==> config.mk <==
export PLATFORM = sky130hd
export DESIGN_NAME = alarm_display
export DESIGN_NICKNAME = d
export VERILOG_FILES = /design/src/rtl/alarm_pkg.sv /design/src/rtl/alarm_display_seg7_decode.sv /design/src/rtl/alarm_display.sv
export SDC_FILE = /design/constraint.sdc
export NUM_CORES = 1
export LEC_CHECK = 0
export CORE_ASPECT_RATIO = 1.25
export CORE_MARGIN = 5
export CORE_UTILIZATION = 57
export CTS_BUF_LIST = sky130_fd_sc_hd__clkbuf_8
export DETAILED_ROUTE_END_ITERATION = 8
export HOLD_SLACK_MARGIN = 0.06
export PLACE_DENSITY = 0.88
export SLEW_MARGIN = 5
export SYNTH_ARGS = -nofsm -noshare
export SYNTH_HDL_FRONTEND = slang
export SYNTH_SLANG_ARGS = --single-unit
==> constraint.sdc <==
create_clock -name clk -period 9.7 [get_ports clk]
set_input_delay 1.94 -clock clk [delete_from_list [all_inputs] [get_ports clk]]
set_output_delay 1.94 -clock clk [all_outputs]
set_load 0.03 [all_outputs]
==> src/rtl/alarm_pkg.sv <==
// Shared types and constants for the countdown alarm display path.
package alarm_pkg;

  localparam int unsigned TIME_W       = 9;
  localparam int unsigned DIGIT_W      = 4;
  localparam int unsigned SEG_W        = 7;
  localparam int unsigned SECS_PER_MIN = 60;
  localparam int unsigned SECS_PER_TEN = 10;

  typedef enum logic [2:0] {
    ST_IDLE,
    ST_LOAD,
    ST_MIN,
    ST_SEC,
    ST_COMMIT
  } conv_state_e;

  // Alarm controller state encodings, shared with the upstream block.
  typedef enum logic [1:0] {
    CTL_SET,
    CTL_RUN,
    CTL_PAUSE,
    CTL_BEEP
  } ctl_state_e;

  // Committed M:SS digits as shown on the display.
  typedef struct packed {
    logic [DIGIT_W-1:0] d2;
    logic [DIGIT_W-1:0] d1;
    logic [DIGIT_W-1:0] d0;
  } digits_t;

  localparam logic [SEG_W-1:0] SEG_BLANK = 7'h7F;

  // Active-low {g,f,e,d,c,b,a} patterns, index 0 in the low slot.
  localparam logic [9:0][SEG_W-1:0] SEG_TABLE = {
    7'h10, 7'h00, 7'h78, 7'h02, 7'h12,
    7'h19, 7'h30, 7'h24, 7'h79, 7'h40
  };

endpackage

==> src/rtl/alarm_display_seg7_decode.sv <==
// Combinational BCD to active-low seven-segment decoder; non-decimal codes blank.
module seg7_decode
  import alarm_pkg::*;
(
  input  logic [3:0] bcd,
  output logic [6:0] seg_c
);

  always_comb begin
    seg_c = SEG_BLANK;
    if (bcd <= 4'd9) begin
      seg_c = SEG_TABLE[bcd];
    end
  end

endmodule

==> src/rtl/alarm_display.sv <==
// Countdown display back end: sequential M:SS conversion, 4-digit scan,
// and zero-time blink/beep, all outputs registered.
module alarm_display
  import alarm_pkg::*;
#(
  parameter int unsigned SCAN_DIV  = 50000,
  parameter int unsigned BLINK_DIV = 25000000
) (
  input  logic       clk,
  input  logic       reset,
  input  logic [8:0] time_in,
  output logic [6:0] seg,
  output logic       dp,
  output logic [3:0] an,
  output logic       beep
);

  localparam int unsigned SCAN_W  = (SCAN_DIV > 1) ? $clog2(SCAN_DIV) : 1;
  localparam int unsigned BLINK_W = (BLINK_DIV > 1) ? $clog2(BLINK_DIV) : 1;

  conv_state_e         state_q, state_d;
  logic [TIME_W-1:0]   last_q, last_d;
  logic [TIME_W-1:0]   rem_q, rem_d;
  logic [3:0]          min_q, min_d;
  logic [2:0]          tens_q, tens_d;
  digits_t             digits_q, digits_d;
  logic                zero_q, zero_d;
  logic                valid_q, valid_d;

  logic [SCAN_W-1:0]   scan_cnt_q, scan_cnt_d;
  logic [1:0]          dig_q, dig_d;
  logic [BLINK_W-1:0]  blink_cnt_q, blink_cnt_d;
  logic                phase_q, phase_d;

  logic [SEG_W-1:0]    seg_q, seg_d;
  logic                dp_q, dp_d;
  logic [3:0]          an_q, an_d;
  logic                beep_q, beep_d;

  logic [DIGIT_W-1:0]  cur_bcd_c;
  logic [SEG_W-1:0]    cur_seg_c;

  // Conversion FSM: repeated subtraction of 60 then 10.
  always_comb begin
    state_d  = state_q;
    last_d   = last_q;
    rem_d    = rem_q;
    min_d    = min_q;
    tens_d   = tens_q;
    digits_d = digits_q;
    zero_d   = zero_q;
    valid_d  = valid_q;
    case (state_q)
      ST_IDLE: begin
        if (!valid_q || (time_in != last_q)) begin
          state_d = ST_LOAD;
        end
      end
      ST_LOAD: begin
        last_d  = time_in;
        rem_d   = time_in;
        min_d   = 4'd0;
        tens_d  = 3'd0;
        state_d = ST_MIN;
      end
      ST_MIN: begin
        if (rem_q >= TIME_W'(SECS_PER_MIN)) begin
          rem_d = rem_q - TIME_W'(SECS_PER_MIN);
          min_d = min_q + 4'd1;
        end else begin
          state_d = ST_SEC;
        end
      end
      ST_SEC: begin
        if (rem_q >= TIME_W'(SECS_PER_TEN)) begin
          rem_d  = rem_q - TIME_W'(SECS_PER_TEN);
          tens_d = tens_q + 3'd1;
        end else begin
          state_d = ST_COMMIT;
        end
      end
      ST_COMMIT: begin
        digits_d.d2 = min_q;
        digits_d.d1 = {1'b0, tens_q};
        digits_d.d0 = rem_q[3:0];
        zero_d      = (last_q == '0);
        valid_d     = 1'b1;
        state_d     = ST_IDLE;
      end
      default: begin
        state_d = ST_IDLE;
      end
    endcase
  end

  // Digit scan and blink timers.
  always_comb begin
    scan_cnt_d  = scan_cnt_q + SCAN_W'(1);
    dig_d       = dig_q;
    blink_cnt_d = '0;
    phase_d     = 1'b1;
    if (scan_cnt_q == SCAN_W'(SCAN_DIV - 1)) begin
      scan_cnt_d = '0;
      dig_d      = dig_q + 2'd1;
    end
    if (zero_q) begin
      phase_d = phase_q;
      if (blink_cnt_q == BLINK_W'(BLINK_DIV - 1)) begin
        blink_cnt_d = '0;
        phase_d     = !phase_q;
      end else begin
        blink_cnt_d = blink_cnt_q + BLINK_W'(1);
      end
    end
  end

  always_comb begin
    case (dig_q)
      2'd0:    cur_bcd_c = digits_q.d0;
      2'd1:    cur_bcd_c = digits_q.d1;
      default: cur_bcd_c = digits_q.d2;
    endcase
  end

  seg7_decode u_seg7_decode (
    .bcd   (cur_bcd_c),
    .seg_c (cur_seg_c)
  );

  // Pin drive: dark until the first commit and during the off blink phase.
  always_comb begin
    seg_d  = SEG_BLANK;
    dp_d   = 1'b1;
    an_d   = 4'hF;
    beep_d = 1'b0;
    if (valid_q && !(zero_q && !phase_q)) begin
      an_d   = ~(4'b0001 << dig_q);
      beep_d = zero_q;
      if (dig_q != 2'd3) begin
        seg_d = cur_seg_c;
      end
      if (dig_q == 2'd2) begin
        dp_d = 1'b0;
      end
    end
  end

  always_ff @(posedge clk or posedge reset) begin
    if (reset) begin
      state_q     <= ST_IDLE;
      last_q      <= '0;
      rem_q       <= '0;
      min_q       <= '0;
      tens_q      <= '0;
      digits_q    <= '0;
      zero_q      <= 1'b0;
      valid_q     <= 1'b0;
      scan_cnt_q  <= '0;
      dig_q       <= '0;
      blink_cnt_q <= '0;
      phase_q     <= 1'b1;
      seg_q       <= SEG_BLANK;
      dp_q        <= 1'b1;
      an_q        <= 4'hF;
      beep_q      <= 1'b0;
    end else begin
      state_q     <= state_d;
      last_q      <= last_d;
      rem_q       <= rem_d;
      min_q       <= min_d;
      tens_q      <= tens_d;
      digits_q    <= digits_d;
      zero_q      <= zero_d;
      valid_q     <= valid_d;
      scan_cnt_q  <= scan_cnt_d;
      dig_q       <= dig_d;
      blink_cnt_q <= blink_cnt_d;
      phase_q     <= phase_d;
      seg_q       <= seg_d;
      dp_q        <= dp_d;
      an_q        <= an_d;
      beep_q      <= beep_d;
    end
  end

  assign seg  = seg_q;
  assign dp   = dp_q;
  assign an   = an_q;
  assign beep = beep_q;

endmodule
Word level (Yosys, flattened, before mapping)
Memory sizes are Yosys's and may differ from the RTL's.
Cells that the tools add are included.

operators by class
  shift operators = 1
  mux-type cells = 25
  bitwise gates (word level) = 1
  add/subtract/negate cells = 7
  magnitude comparators = 4
  equality and inequality tests = 16
  reduce and logical (&&, ||, !) cells = 16

operators with widths
  cell                                                                                 count
  25-bit 2-to-1 mux                                                                    2
  7-bit 2-to-1 mux                                                                     4
  9-bit one-hot mux with 3 select lines                                                1
  25-bit by 1-bit adder with 25-bit output, second input constant                      1
  25-bit equality test, second input constant                                          1
  9-bit 2-to-1 mux                                                                     2
  16-bit by 1-bit adder with 16-bit output, second input constant                      1
  16-bit equality test, second input constant                                          1
  16-bit 2-to-1 mux                                                                    1
  4-bit one-hot mux with 2 select lines                                                2
  3-bit 2-to-1 mux                                                                     4
  2-bit inequality test, second input constant                                         6
  3-bit one-hot mux with 4 select lines                                                1
  9-bit by 4-bit greater-or-equal comparator with 1-bit output, second input constant  1
  9-bit by 6-bit greater-or-equal comparator with 1-bit output, second input constant  1
  9-bit logical NOT                                                                    1
  9-bit inequality test                                                                1
  9-bit by 4-bit subtractor with 9-bit output, second input constant                   1
  9-bit by 6-bit subtractor with 9-bit output, second input constant                   1
  4-bit 2-to-1 mux                                                                     2
  3-bit by 2-bit equality test with 1-bit output, second input constant                2
  3-bit one-hot mux with 2 select lines                                                1
  3-bit AND reduction                                                                  2
  4-bit by 5-bit < comparator with 1-bit output, second input constant                 1
  other kinds (20)                                                                     29

word-level totals
  memories kept = 1
  output and inout bits = 13
  word-level logic and storage cells = 89
  flip-flop bits (word level) = 98
  bits of input ports = 11
  ROM bits = 112

memories
  name             words  width  rd ports  clocked after Yosys merged registers in  write ports  line                             RTL
  (no name shown)  16     7      1         0                                        0            alarm_display_seg7_decode.sv:12  seg_c = SEG_TABLE[bcd];

Depth between registers and ports, before layout
Gate-level depths: netlist (run 1).

  depth in word-level cells = 7
  depth in mapped cells = 9
  mapped depth without buffers = 9

Hierarchy
From an unflattened synthesis (run 1), not the netlist that was laid out.

second synthesis, totals
  cell total of the unflattened synthesis = 496
  area, all modules = 4944.7 um^2

modules (own cells, without submodules)
  module         cells an instance  instances  seq. area each (um^2)  area each (um^2)
  alarm_display  466                1          2442.3                 4738.3
  seg7_decode    30                 1          0.0                    206.4

Worst setup path after synthesis (run 1)
Ideal clock, no wire load.

  path type = input to register
  start point = in time_in[7]
  end point = reg state_q[0]
  library setup time = 0.120 ns
  stages on the path = 4
  data required time = 9.580 ns
  slack = 6.913 ns
  buffers on the path = 0
  arrival = 2.666 ns
  path through = xor2_1 nor4_1 nand3_1 a31o_2

on the way
  longest elaborated chain between the ends = 4

RTL lines
  element                                 line                  RTL
  start, declared                         alarm_display.sv:11   input logic [8:0] time_in,
  9-bit inequality test                   alarm_display.sv:55   if (!valid_q || (time_in != last_q)) begin
  1-bit logical OR                        alarm_display.sv:55
  2-bit inequality test (no source line)  -
  3-bit AND reduction (no source line)    -
  end signal, assigned                    alarm_display.sv:167  state_q <= state_d;
  end, declared                           alarm_display.sv:21   conv_state_e state_q, state_d;

Every way passes these cells.
A chain may end at the register's enable or synchronous reset.

Worst setup path in the final report (run 1)
  start point = reg an_q[1], in the netlist an[1]
  end point = out an[1]

RTL lines
  element                 line                  RTL
  start, declared         alarm_display.sv:37   logic [3:0] an_q, an_d;
  start signal, assigned  alarm_display.sv:181  an_q <= an_d;
  end, declared           alarm_display.sv:14   output logic [3:0] an,

No word-level cell between the ends.

==> impl_metrics.ini, run 1 <==
[run_status]
status = completed

[timing]
hold_ws_ns = 0.450
finalSetupViolations = 0
maxSlewViolCount = 0
max_freq_mhz = 284
hold_viol = 0
rsz0062_at_grt = no
final.setup.tns_ns = 0
maxSlewHeadroom_pct = 39.8
min_period_over_period_pct = 36.3
worst_slack_ns = 6.18
min_period_ns = 3.52
clock-skew-final_ns = 0.0164
worst_pin_slew_ns = 0.903

[worst_setup_path]
crit_end = an[1]
cp.required_ns = 7.76
start_kind = flip-flop
worstSetupPathType = reg -> out
path_delay_family = buffers and inverters
rrSetupSlack_ns = 7.10
critical_path.reg2reg.startpoint = dig_q[0]
path_depth = 1
worst-path-buf-inv = 1
critical_path_peak_fanout = 1
crit_path_start = an[1]
critPathCaptureType = primary output
worstPathArrival_ns = 1.58
worstReg2RegEnd = seg[5]
slowest_delay_ns = 0.68
slowest_stage = clkdlybuf4s50_1
reg2regPathDepth = 9
path_cells = clkdlybuf4s50_1

[final_layout]
layoutNonFillerInstCount = 647
nets = 552
n_antenna_cell = 0
syn_to_final_growth_pct = 9.80
drive_above_1_share_pct = 11.8
n_fill_cell = 710

[die]
die_h_microns = 115
num_rows = 38
die_area_sq_um = 10800
fp.dieW_microns = 94.0
start_util_pct = 58.2
ios = 24
coreArea_sq_um = 8650

[route]
wire_per_inst_microns = 15.7
vias_per_cell = 5.74
firstDrtPassIters = 6
dr.first_iter.drc_count = 215
drc_errors = 0
vias = 3713
routed_wl_microns = 10200
ant_nets = 0

[global_routing]
antenna_found_initial = 0
grt-ovfl-total = 0
grt_pass1_vias = 3832
grt.total_usage_pct = 20.3
grt_pass1_wl_microns = 17500
grt_max_degree = 51

[logic_synthesis]
yosysMostFrequentCell = dfrtp_1
synth_cells = 503
ys_async_sr_fraction_pct = 100
synthTopCellsByArea = dfrtp_1, dfstp_2, xor2_1
ys_seq_area_share_pct = 48.5
ys_warn_count = 0
synth_top_area_share_pct = 42.3
synth-edff-count = 0
ys_ff_latch = 97
ys.flop_type = dfrtp_1
avgSynthCellArea_sq_um = 10.0
synth_cell_types = 61
yosys-top-cells-count = dfrtp_1, nor2_1, nand2_1
syn-cell-area_sq_um = 5030
yosys.area.top_type = dfrtp_1
syn_nets = 533

[clocking]
cts_tree = done
hold_buffers = 0
htreeDepth = 3
cts_buffer_depth = 2
cts.sinks = 97
insertion_delay_ns = 0.37
cts-root-buf = clkbuf_8
cts_resized = 0
path_clk_slew_ns = 0.10
cts_buffers = 9
post_cts_buffers = 0

[power_and_ir_drop]
ir_drop_uv = 144
p_leak_uw = 0.00248
powerDensity_nw_per_um2 = 234

[place]
hpwl_microns = 7420
place_congestion = 0.916
dp_cells = 631
dp_worst_setup_slack_ns = 6.11
io_buffers = 23

[job]
drv_cap = 0

[hold_path]
min-delay-start = zero_q
hold_class = reg -> reg
==> how the worst min path moves through the flow <==
stage,end,cells past startpoint
3_5_place_dp,phase_q,1
2_1_floorplan,phase_q,1
3_3_place_gp,phase_q,1
5_1_grt,phase_q,1
4_1_cts,phase_q,1
6_report,phase_q,1
==> flip-flops by register name, indices dropped and copies added, names as in the netlist <==
| register | cells |
|---|---|
| tens_q | 3 |
| dig_q | 2 |
| last_q | 9 |
| valid_q | 1 |
| beep | 1 |
| rem_q | 9 |
| zero_q | 1 |
| phase_q | 1 |
| an | 4 |
| blink_cnt_q | 25 |
| seg | 7 |
| min_q | 4 |
| digits_q | 11 |
| scan_cnt_q | 16 |
| state_q | 3 |
==> layer usage <==
metal  GRT usage [%]  share of wire (%)  routed length [microns]
met2            35.8                 53                     5380
met3            3.47                3.5                      353
met1            24.6                 41                     4160
met4            8.48                2.6                      265
met5               0                  0                        0
==> through the flow <==
stage          util [%]  area, sq um  power (uW)
6_report           63.9         5530        1290
5_1_grt            63.9         5530        1370
4_1_cts            63.9         5530        1290
3_5_place_dp       61.6         5330        1040
3_3_place_gp       61.6         5330        1020
2_1_floorplan         -         5030         909
==> kinds of logic after synthesis <==
group / after synthesis / synth area share, %
simple gates: 213 / 21.5
flops: 97 / 48.5
buf+inv: 34 / 3.38
compound gates: 71 / 9.10
xor+xnor: 50 / 8.70
mux: 19 / 4.08
fa+ha+maj: 19 / 4.72
==> placed cells by master, fill, tap and decap left out, types with 3 or more instances in the layout <==
master           netlist  routed
or2_2                  5       5
nand2_1               59      59
buf_4                  1       3
nand4_1               11      11
nor2_1                62      62
inv_1                 16      15
o22ai_1                3       3
a211oi_1               3       3
nor3_1                 5       5
o21ai_0               18      18
dfstp_2               12      12
mux2_2                12      12
xnor2_1               17      17
o211ai_1               3       3
a22o_1                 3       3
ha_1                  19      19
or3_1                  3       3
clkbuf_8               0      10
o21ai_1                5       5
nand3_1               21      21
nand3b_1               3       3
a21oi_1               15      15
and3_1                 9       9
xor2_1                33      33
mux2i_1                7       7
clkdlybuf4s50_1        0      23
dfrtp_1               85      85
nor4_1                 7       7
o31ai_1                6       6
nand2b_1               9       9
==> layout make-up <==
cell class                      count  area [sq um]  area share (%)
Clock buffer                       10           138            2.49
Timing Repair Buffer               26           253            4.57
Sequential cell                    97          2440            44.2
Inverter                           16          61.3            1.11
Tap cell                          120           150            2.72
Clock inverter                      6          61.3            1.11
Multi-Input combinational cell    372          2420            43.8
==> power by group <==
| part | switching, uW | internal [uW] | total [uW] |
|---|---|---|---|
| registers | 105 | 488 | 593 |
| clock network | 149 | 106 | 255 |
| logic | 257 | 186 | 442 |
| total | 511 | 780 | 1290 |
Power figures use the tool's default switching activity.
==> inputs of run 2 (changes only) <==
Clock period 9.7 ns to 3.5 ns, I/O delays scaled along.
==> run 2 against run 1 <==
Cell count unchanged. Critical path type is now reg -> reg. Power rose to 2.8 times the previous value. Routed wire length down 3.2%. Flip-flop and latch count unchanged. Count of clock-buffer cells in the layout down 1. Register-to-register slack worse by 6.2 ns. Setup slack worse by 5.3 ns. Global-route usage down 0.39 points.
==> impl_metrics.ini, run 2 (same netlist as run 1, synthesis figures left out) <==
[final_layout]
n_antenna_cell = 0
nets = 552
syn_to_final_growth_pct = 10.2
n_fill_cell = 676
regMostFlops = blink_cnt_q
drive_above_1_share_pct = 11.8
largest_reg_flops = 25
layoutNonFillerInstCount = 647
layout_common_cells = dfrtp_1, nor2_1, nand2_1
reg.largest.list = blink_cnt_q (25), scan_cnt_q (16), digits_q (11)
layout_commonest_cell = dfrtp_1

[timing]
min_period_over_period_pct = 73.4
worst_pin_slew_ns = 0.880
maxSlewViolCount = 0
max_freq_mhz = 389
hold_ws_ns = 0.451
clock-skew-final_ns = 0.0138
finalSetupViolations = 0
final.setup.tns_ns = 0
min_period_ns = 2.57
maxSlewHeadroom_pct = 41.3
hold_viol = 0
worst_slack_ns = 0.930
rsz0062_at_grt = no

[worst_setup_path]
cp.required_ns = 3.77
critPathCaptureType = flip-flop
crit_path_start = dig_q[0]
start_kind = flip-flop
critical_path_peak_fanout = 7
worstSetupPathType = reg -> reg
worstPathArrival_ns = 2.84
critical_path.reg2reg.startpoint = dig_q[0]

[power_and_ir_drop]
ir_drop_uv = 528
powerDensity_nw_per_um2 = 647
total_power_uw = 3590
p_leak_uw = 0.00249

[clocking]
cts_buffer_depth = 2
post_cts_buffers = 0
path_clk_slew_ns = 0.10
cts_buffers = 9
cts_resized = 0
cts.sinks = 97
insertion_delay_ns = 0.37
cts-root-buf = clkbuf_8
hold_buffers = 0
htreeDepth = 3
cts_tree = done

[place]
dp_cells = 631
place_congestion = 0.955
io_buffers = 23
hpwl_microns = 7240
dp_worst_setup_slack_ns = 1.01

[die]
ios = 24
die_h_microns = 115
die_area_sq_um = 10800
start_util_pct = 58.2
fp.dieW_microns = 94.0
coreArea_sq_um = 8650
num_rows = 38

[route]
vias = 3712
dr.first_iter.drc_count = 189
wire_per_inst_microns = 15.2
drc_errors = 0
vias_per_cell = 5.74
firstDrtPassIters = 5
routed_wl_microns = 9840
ant_nets = 0

[run_status]
status = completed

[global_routing]
grt_max_degree = 62
grt_pass1_wl_microns = 17400
antenna_found_initial = 0
grt.total_usage_pct = 19.9
grt_pass1_vias = 3853
grt-ovfl-total = 0

[job]
drv_cap = 0

[hold_path]
hold_class = reg -> reg
min-delay-start = zero_q
[run 2: changes by cell type in the layout (fill, tap and decap cells not counted), sizes merged]
| cell | before | now |
|---|---|---|
| clkbuf | 10 | 9 |
| inv | 17 | 18 |
| clkinv | 4 | 3 |
| bufinv | 0 | 1 |
[run 2: power by group]
group	internal, uW	leakage [uW]	switching (uW)
sequential	1350	0.00125	278
combinational	516	0.00114	691
clock	343	0.000102	411
[run 2: per-stage QoR]
step / util [%] / cell area (sq um)
after floorplan: - / 5030
after detailed placement: 61.7 / 5340
after global routing: 64.1 / 5550
after CTS: 64.1 / 5550
after global placement: 61.7 / 5340
final: 64.1 / 5550
[run 2: worst max-delay path, cell delays in order (launching register included)]
cell     delay [ns]
dfrtp_1        0.39
inv_1          0.09
ha_1           0.28
a22o_1         0.24
a21oi_1        0.45
inv_1          0.18
ha_1           0.28
o21ai_0        0.21
a21oi_1        0.18
o21ai_0        0.17
[run 2: cell type report]
cell class / count / area (sq um) / area share [%]
clock buffer: 9 / 124 / 2.23
timing repair buffer: 26 / 265 / 4.78
sequential: 97 / 2440 / 44.0
tap: 120 / 150 / 2.71
multi-input combinational: 372 / 2420 / 43.6
inverter: 16 / 61.3 / 1.11
clock inverter: 7 / 83.8 / 1.51
[run 2: path summary, 6_finish.rpt]
kind,slack (ns),endpoint,cells after the start
worst max register to register,0.93,seg[6],9
worst min register to register,0.45,phase_q,1
worst max-delay path,0.93,seg[6],9
worst min-delay path,0.45,phase_q,1
max in group asynchronous,1.99,an[3],3
min in group asynchronous,0.74,scan_cnt_q[6],2
[run 2: metal layers]
| layer | track usage, % | wire length, microns | share of wire [%] | vias up |
|---|---|---|---|---|
| met4 | 8.00 | 238 | 2.4 | 0 |
| met2 | 35.4 | 5240 | 53 | 75 |
| met1 | 23.8 | 4040 | 41 | 1837 |
| met3 | 3.66 | 316 | 3.2 | 25 |
| li1 | - | - | - | 1775 |
| met5 | 0 | 0 | 0 | - |
